==> config.mk <==
export PLATFORM = sky130hd
export DESIGN_NAME = router_pkt_gen
export DESIGN_NICKNAME = d
export VERILOG_FILES = /design/src/rtl/router_pkt_gen.sv
export SDC_FILE = /design/constraint.sdc
export NUM_CORES = 1
export LEC_CHECK = 0
export BUFFER_PORTS_ARGS = -buffer_cell sky130_fd_sc_hd__buf_2
export CORE_MARGIN = 2
export CORE_UTILIZATION = 55
export CTS_CLUSTER_DIAMETER = 40
export DETAILED_ROUTE_END_ITERATION = 6
export PLACE_DENSITY = 0.7
export SLEW_MARGIN = 20
export SYNTH_ARGS = -nofsm -noshare
export SYNTH_HDL_FRONTEND = slang
export SYNTH_SLANG_ARGS = --single-unit
==> constraint.sdc <==
create_clock -name clk -period 3.7 [get_ports clk]
set_input_delay 0.74 -clock clk [delete_from_list [all_inputs] [get_ports clk]]
set_output_delay 0.74 -clock clk [all_outputs]
set_load 0.05 [all_outputs]
==> src/rtl/router_pkt_gen.sv <==
// router_pkt_gen: ingress packet builder feeding the 1x3 router.
// A request (destination, length) opens a load window in which the host
// streams payload bytes over a valid/ready port. Once the whole payload is
// buffered, the block emits header, payload and parity bytes on the router's
// pkt_valid/data_in pair, honouring the router's busy back-pressure, and then
// holds an inter-packet gap before accepting the next request.
//
// Handshakes:
//   host side  : a payload byte transfers on a rising edge where s_valid=1 and
//                s_ready=1; s_ready is high only in LOAD.
//   router side: the byte on pkt_data is taken on a rising edge where busy=0
//                and the state is HDR, PAY or PAR; pkt_data/pkt_valid are
//                registers that advance to the next byte on that same edge and
//                are otherwise held, so busy never reaches the outputs
//                combinationally.
module router_pkt_gen #(
    parameter int GAP_CYCLES   = 2,
    parameter int LOAD_TIMEOUT = 255
) (
    input  logic       clk,
    input  logic       reset,
    input  logic       start,
    input  logic [1:0] dest_addr,
    input  logic [5:0] pay_len,
    input  logic       corrupt_par,
    input  logic [7:0] s_data,
    input  logic       s_valid,
    output logic       s_ready,
    input  logic       busy,
    output logic [7:0] pkt_data,
    output logic       pkt_valid,
    output logic       tx_active,
    output logic       done,
    output logic       bad_req,
    output logic [2:0] dbg_state
);

    typedef enum logic [2:0] {
        S_IDLE = 3'd0,
        S_LOAD = 3'd1,
        S_HDR  = 3'd2,
        S_PAY  = 3'd3,
        S_PAR  = 3'd4,
        S_GAP  = 3'd5
    } state_t;

    // Terminal counts; the timeout value is unused when LOAD_TIMEOUT is 0.
    localparam logic [7:0] GAP_LAST = 8'(GAP_CYCLES - 1);
    localparam logic [7:0] TO_LAST  = 8'(LOAD_TIMEOUT - 1);

    state_t     state, state_n;
    logic [5:0] len_q, len_n;
    logic [1:0] addr_q, addr_n;
    logic       corrupt_q, corrupt_n;
    logic [5:0] wr_idx, wr_idx_n;
    logic [5:0] rd_idx, rd_idx_n;
    logic [7:0] par_q, par_n;
    logic [7:0] gap_cnt, gap_n;
    logic [7:0] to_cnt, to_n;
    logic [7:0] pkt_data_n;
    logic       pkt_valid_n;
    logic       done_n;
    logic       bad_req_n;
    logic       buf_we;

    logic [7:0] buf_mem [0:63];

    assign s_ready   = (state == S_LOAD);
    assign tx_active = (state != S_IDLE);
    assign dbg_state = state;

    // State register.
    always_ff @(posedge clk or posedge reset) begin
        if (reset) state <= S_IDLE;
        else       state <= state_n;
    end

    // Next-state and next-value logic for the whole datapath.
    always_comb begin
        state_n     = state;
        len_n       = len_q;
        addr_n      = addr_q;
        corrupt_n   = corrupt_q;
        wr_idx_n    = wr_idx;
        rd_idx_n    = rd_idx;
        par_n       = par_q;
        gap_n       = gap_cnt;
        to_n        = to_cnt;
        pkt_data_n  = pkt_data;
        pkt_valid_n = pkt_valid;
        done_n      = 1'b0;
        bad_req_n   = 1'b0;
        buf_we      = 1'b0;
        case (state)
            S_IDLE: begin
                if (start) begin
                    if (dest_addr == 2'd3 || pay_len == 6'd0) begin
                        bad_req_n = 1'b1;
                    end else begin
                        len_n     = pay_len;
                        addr_n    = dest_addr;
                        corrupt_n = corrupt_par;
                        par_n     = {pay_len, dest_addr};
                        wr_idx_n  = 6'd0;
                        to_n      = 8'd0;
                        state_n   = S_LOAD;
                    end
                end
            end
            S_LOAD: begin
                if (s_valid) begin
                    buf_we   = 1'b1;
                    par_n    = par_q ^ s_data;
                    wr_idx_n = wr_idx + 6'd1;
                    to_n     = 8'd0;
                    if (wr_idx == len_q - 6'd1) begin
                        // Header is ready the cycle after the last payload byte.
                        pkt_data_n  = {len_q, addr_q};
                        pkt_valid_n = 1'b1;
                        state_n     = S_HDR;
                    end
                end else if (LOAD_TIMEOUT != 0) begin
                    if (to_cnt == TO_LAST) begin
                        bad_req_n = 1'b1;
                        state_n   = S_IDLE;
                    end else begin
                        to_n = to_cnt + 8'd1;
                    end
                end
            end
            S_HDR: begin
                if (!busy) begin
                    pkt_data_n = buf_mem[6'd0];
                    rd_idx_n   = 6'd0;
                    state_n    = S_PAY;
                end
            end
            S_PAY: begin
                if (!busy) begin
                    if (rd_idx == len_q - 6'd1) begin
                        // Parity byte travels with pkt_valid low.
                        pkt_data_n  = par_q ^ {7'b0, corrupt_q};
                        pkt_valid_n = 1'b0;
                        state_n     = S_PAR;
                    end else begin
                        pkt_data_n = buf_mem[rd_idx + 6'd1];
                        rd_idx_n   = rd_idx + 6'd1;
                    end
                end
            end
            S_PAR: begin
                if (!busy) begin
                    pkt_data_n = 8'd0;
                    done_n     = 1'b1;
                    gap_n      = 8'd0;
                    state_n    = S_GAP;
                end
            end
            S_GAP: begin
                if (gap_cnt == GAP_LAST) state_n = S_IDLE;
                else                     gap_n   = gap_cnt + 8'd1;
            end
            default: state_n = S_IDLE;
        endcase
    end

    // Datapath registers and registered outputs.
    always_ff @(posedge clk or posedge reset) begin
        if (reset) begin
            len_q     <= 6'd0;
            addr_q    <= 2'd0;
            corrupt_q <= 1'b0;
            wr_idx    <= 6'd0;
            rd_idx    <= 6'd0;
            par_q     <= 8'd0;
            gap_cnt   <= 8'd0;
            to_cnt    <= 8'd0;
            pkt_data  <= 8'd0;
            pkt_valid <= 1'b0;
            done      <= 1'b0;
            bad_req   <= 1'b0;
        end else begin
            len_q     <= len_n;
            addr_q    <= addr_n;
            corrupt_q <= corrupt_n;
            wr_idx    <= wr_idx_n;
            rd_idx    <= rd_idx_n;
            par_q     <= par_n;
            gap_cnt   <= gap_n;
            to_cnt    <= to_n;
            pkt_data  <= pkt_data_n;
            pkt_valid <= pkt_valid_n;
            done      <= done_n;
            bad_req   <= bad_req_n;
        end
    end

    // Payload buffer write; contents need no reset.
    always_ff @(posedge clk) begin
        if (buf_we) buf_mem[wr_idx] <= s_data;
    end

endmodule

==> run_results.csv <==
group,metric,value,unit
layout,n_antenna_cell,0,
floorplanning,fp.dieArea,44700,µm²
critical_path,critPathCaptureType,"flip-flop",
critical_path,r2r_setup_slack,0.28,ns
run_status,status,"finished, final reports clean",
cts,cts_setup_buffers,0,
grt,grt_max_degree,67,
floorplanning,initial_core_util,0.560,
critical_path,crit_fanout,24,
layout,fin_cells,2049,
floorplanning,io_pins,38,
grt,grt_util_all_layers,0.261,
layout,drive_gt1_frac,0.254,
floorplanning,die_height,211,µm
grt,grt_pass1_vias,13000,
place,placedCellCount,1916,
pwr,powerDensity,713,nW/µm²
critical_path,reg2regPathDepth,7,
layout,num-fill-cells,2853,
pwr,clockPowerShare,0.371,
timing,rsz0062_at_grt,"false",
synth,ys_ff_latch,571,
synth,async_flop_share,0.103,
synth,seq_area_frac_synth,0.712,
critical_path,cp-start-kind,"flip-flop",
place,portBuffers,37,
hold_path,hold_class,"input pin to async pin",
synth,netlist-cell-type-count,77,
timing,tns,0,ns
route,firstDrtPassIters,5,
timing,setup_viol,0,
pwr,p_int,13.6,mW
route,first_iter_violations,1760,
critical_path,crit_start,"rd_idx[1]",
route,wl,55700,µm
critical_path,reg2reg_to,"pkt_data[2]",
cts,cts_inserted_buffers,72,
place,placed_area,24800,µm²
critical_path,worstSetupPathType,"flip-flop to flip-flop",
cts,cts_resized,0,
critical_path,critPathRequiredTime,4.16,ns
cts,cts_tree,"yes",
cts,clk_latency,0.61,ns
cts,hold_buffers,0,
pwr,swShare,0.301,
synth,synth_enable_flop_cells,512,
timing,period_minus_slack,3.42,ns
layout,nets,1480,
synth,synth_cells,1357,
pwr,p_leak,8.89,nW
route,drcViolationCount,0,
timing,slew_headroom,0.331,
grt,grt_overflow,0,
cts,path_clk_slew,0.06,ns
synth,yosysWarnings,0,
pwr,seqPwrFrac,0.396,
synth,synth_ff_type,"edfxtp_1",
layout,fin_area,27300,µm²
critical_path,reg2reg_from,"rd_idx[1]",
synth,synth_area,23700,µm²
layout,multi_input_area,6460,µm²
floorplanning,die_w,211,µm
route,post_drt_wl_per_cell,27.2,µm
grt,grt_first_pass_wirelength,84600,µm
place,place.gp.congestion,0.948,
layout,seqCellArea,16900,µm²
timing,tightest_slew,0.999,ns
layout,area_delta_synth_final,15.4,%
timing,timing.final.crit_share,0.924,
floorplanning,rows,75,
cts,clockBufferDepth,3,
route,vias_per_cell,6.38,
timing,fmax,0.293,GHz
place,post-dp-hpwl,36100,µm
cts,cts_sinks,571,
route,ant_nets,0,
synth,syn_area_per_cell,17.4,µm²
pwr,ir_drop,0.000447,V
grt,antenna_found_initial,0,
timing,slew_violations,0,
pwr,switchingPower,5.86,mW
critical_path,arrival,3.88,ns
timing,fin_worst_skew,0.0248,ns
timing,hold_viol,0,
pwr,p_comb_frac,0.233,
timing,holdWs,0.309,ns
cts,clock-root-buffer,"clkbuf_16",
route,vias,13100,
synth,synth_fp_nets,1386,
cts,cts_htree_levels,3,
run,maxCapViolations,0,
floorplanning,core-area,42200,µm²
-- metal layers --
layer / wire [µm] / vias to the layer above / GRT usage / share of wire
met3: 4580 / 92 / 0.0470 / 0.082
li1: - / 5629 / - / -
met4: 1410 / 0 / 0.0765 / 0.025
met5: 0 / - / 0 / 0
met2: 26400 / 654 / 0.407 / 0.47
met1: 23300 / 6695 / 0.382 / 0.42
-- cells in the mapped netlist (all sizes together) (5+ instances only) --
| cell type | instances | area share |
|---|---|---|
| edfxtp | 512 | 0.65 |
| mux4 | 130 | 0.12 |
| nor2 | 110 | 0.017 |
| nand2 | 96 | 0.015 |
| dfrtp | 59 | 0.062 |
| clkbuf | 45 | 0.0071 |
| buf | 35 | 0.0082 |
| a21oi | 32 | 0.0068 |
| o21ai | 31 | 0.0066 |
| mux2i | 30 | 0.013 |
| nand3 | 23 | 0.0049 |
| a31oi | 22 | 0.0058 |
| xnor2 | 18 | 0.0067 |
| and2 | 17 | 0.0045 |
| o22ai | 14 | 0.0040 |
| xor2 | 12 | 0.0044 |
| a211oi | 9 | 0.0031 |
| a311oi | 9 | 0.0033 |
| inv | 9 | 0.0014 |
| nand2b | 9 | 0.0024 |
| a221oi | 8 | 0.0030 |
| o211ai | 8 | 0.0025 |
| o31ai | 8 | 0.0025 |
| or2 | 8 | 0.0021 |
| or3 | 8 | 0.0025 |
| ha | 7 | 0.0037 |
| nor3 | 7 | 0.0015 |
| a2111oi | 6 | 0.0022 |
| a22oi | 5 | 0.0016 |
| and3 | 5 | 0.0015 |
| mux2 | 5 | 0.0027 |
| nand4 | 5 | 0.0013 |
| nor2b | 5 | 0.0013 |
-- through the flow --
stage	utilization	worst slack, ns	total power [mW]
global route	0.647	0.223	20.2
floorplan	-	0.601	10.9
detailed placement	0.587	0.420	12.3
global placement	0.587	0.358	12.3
CTS	0.647	0.391	19.5
finish	0.647	0.282	19.5
-- final cells by class --
type | instances | share of cell area
Tap cell | 539 | 0.0247
Multi-Input combinational cell | 697 | 0.237
Timing Repair Buffer | 100 | 0.0279
Sequential cell | 571 | 0.617
Clock inverter | 51 | 0.0234
Clock buffer | 82 | 0.0689
Inverter | 9 | 0.00124
-- how the worst max path moves through the flow --
stage                  endpoint  cells past startpoint
floorplan               s_ready                      6
global placement    pkt_data[2]                      7
detailed placement  pkt_data[7]                      9
CTS                 pkt_data[7]                      9
global route        pkt_data[7]                      7
finish              pkt_data[2]                      7
-- cells in the final DEF (no fill, tap or decap), types with 9 or more instances in the layout --
cell type  count
dfrtp_1       58
xnor2_1       16
a21oi_1       32
bufinv_16     10
xor2_1        11
o21ai_0       29
a31oi_1       22
nand2b_1       9
and2_1        16
mux4_2       130
buf_4         56
clkbuf_16     73
a311oi_1       9
nor2_1       110
o22ai_1       13
nand2_1       96
nand3_1       23
clkinv_2       9
edfxtp_1     512
mux2i_1       30
buf_2         36
-- critical path, cell delays in order (launching register included) --
cell and delay [ns]:
dfrtp_1 0.50, ha_4 0.60, mux4_2 0.36, and2_1 0.16, a2111oi_0 0.63, a31oi_1 0.12, a311oi_1 0.69, a31oi_1 0.18
-- cells by family after synthesis --
logic type,count (synthesis),synth area share
fa+ha+maj,7,0.00370
compound gates,174,0.0494
buf+inv,89,0.0168
mux,165,0.139
xor+xnor,34,0.0149
simple gates,317,0.0640
flops,571,0.712
-- state kept, by name (all words and copies together), names as in the netlist, 2 cells and up --
name / count
len_q: 6
buf_mem: 512
to_cnt: 8
rd_idx: 6
par_q: 8
addr_q: 2
wr_idx: 6
gap_cnt: 8
pkt_data: 8
dbg_state: 3
-- power by group through the flow --
stage / Combinational [mW] / Clock [mW] / Sequential [mW]
5_1_grt: 4.86 / 7.56 / 7.73
3_5_place_dp: 4.51 / 0 / 7.82
6_report: 4.53 / 7.23 / 7.71
4_1_cts: 4.53 / 7.30 / 7.70
3_3_place_gp: 4.47 / 0 / 7.81
2_1_floorplan: 3.14 / 0 / 7.80
No activity file was read; power rests on OpenSTA's default activity.
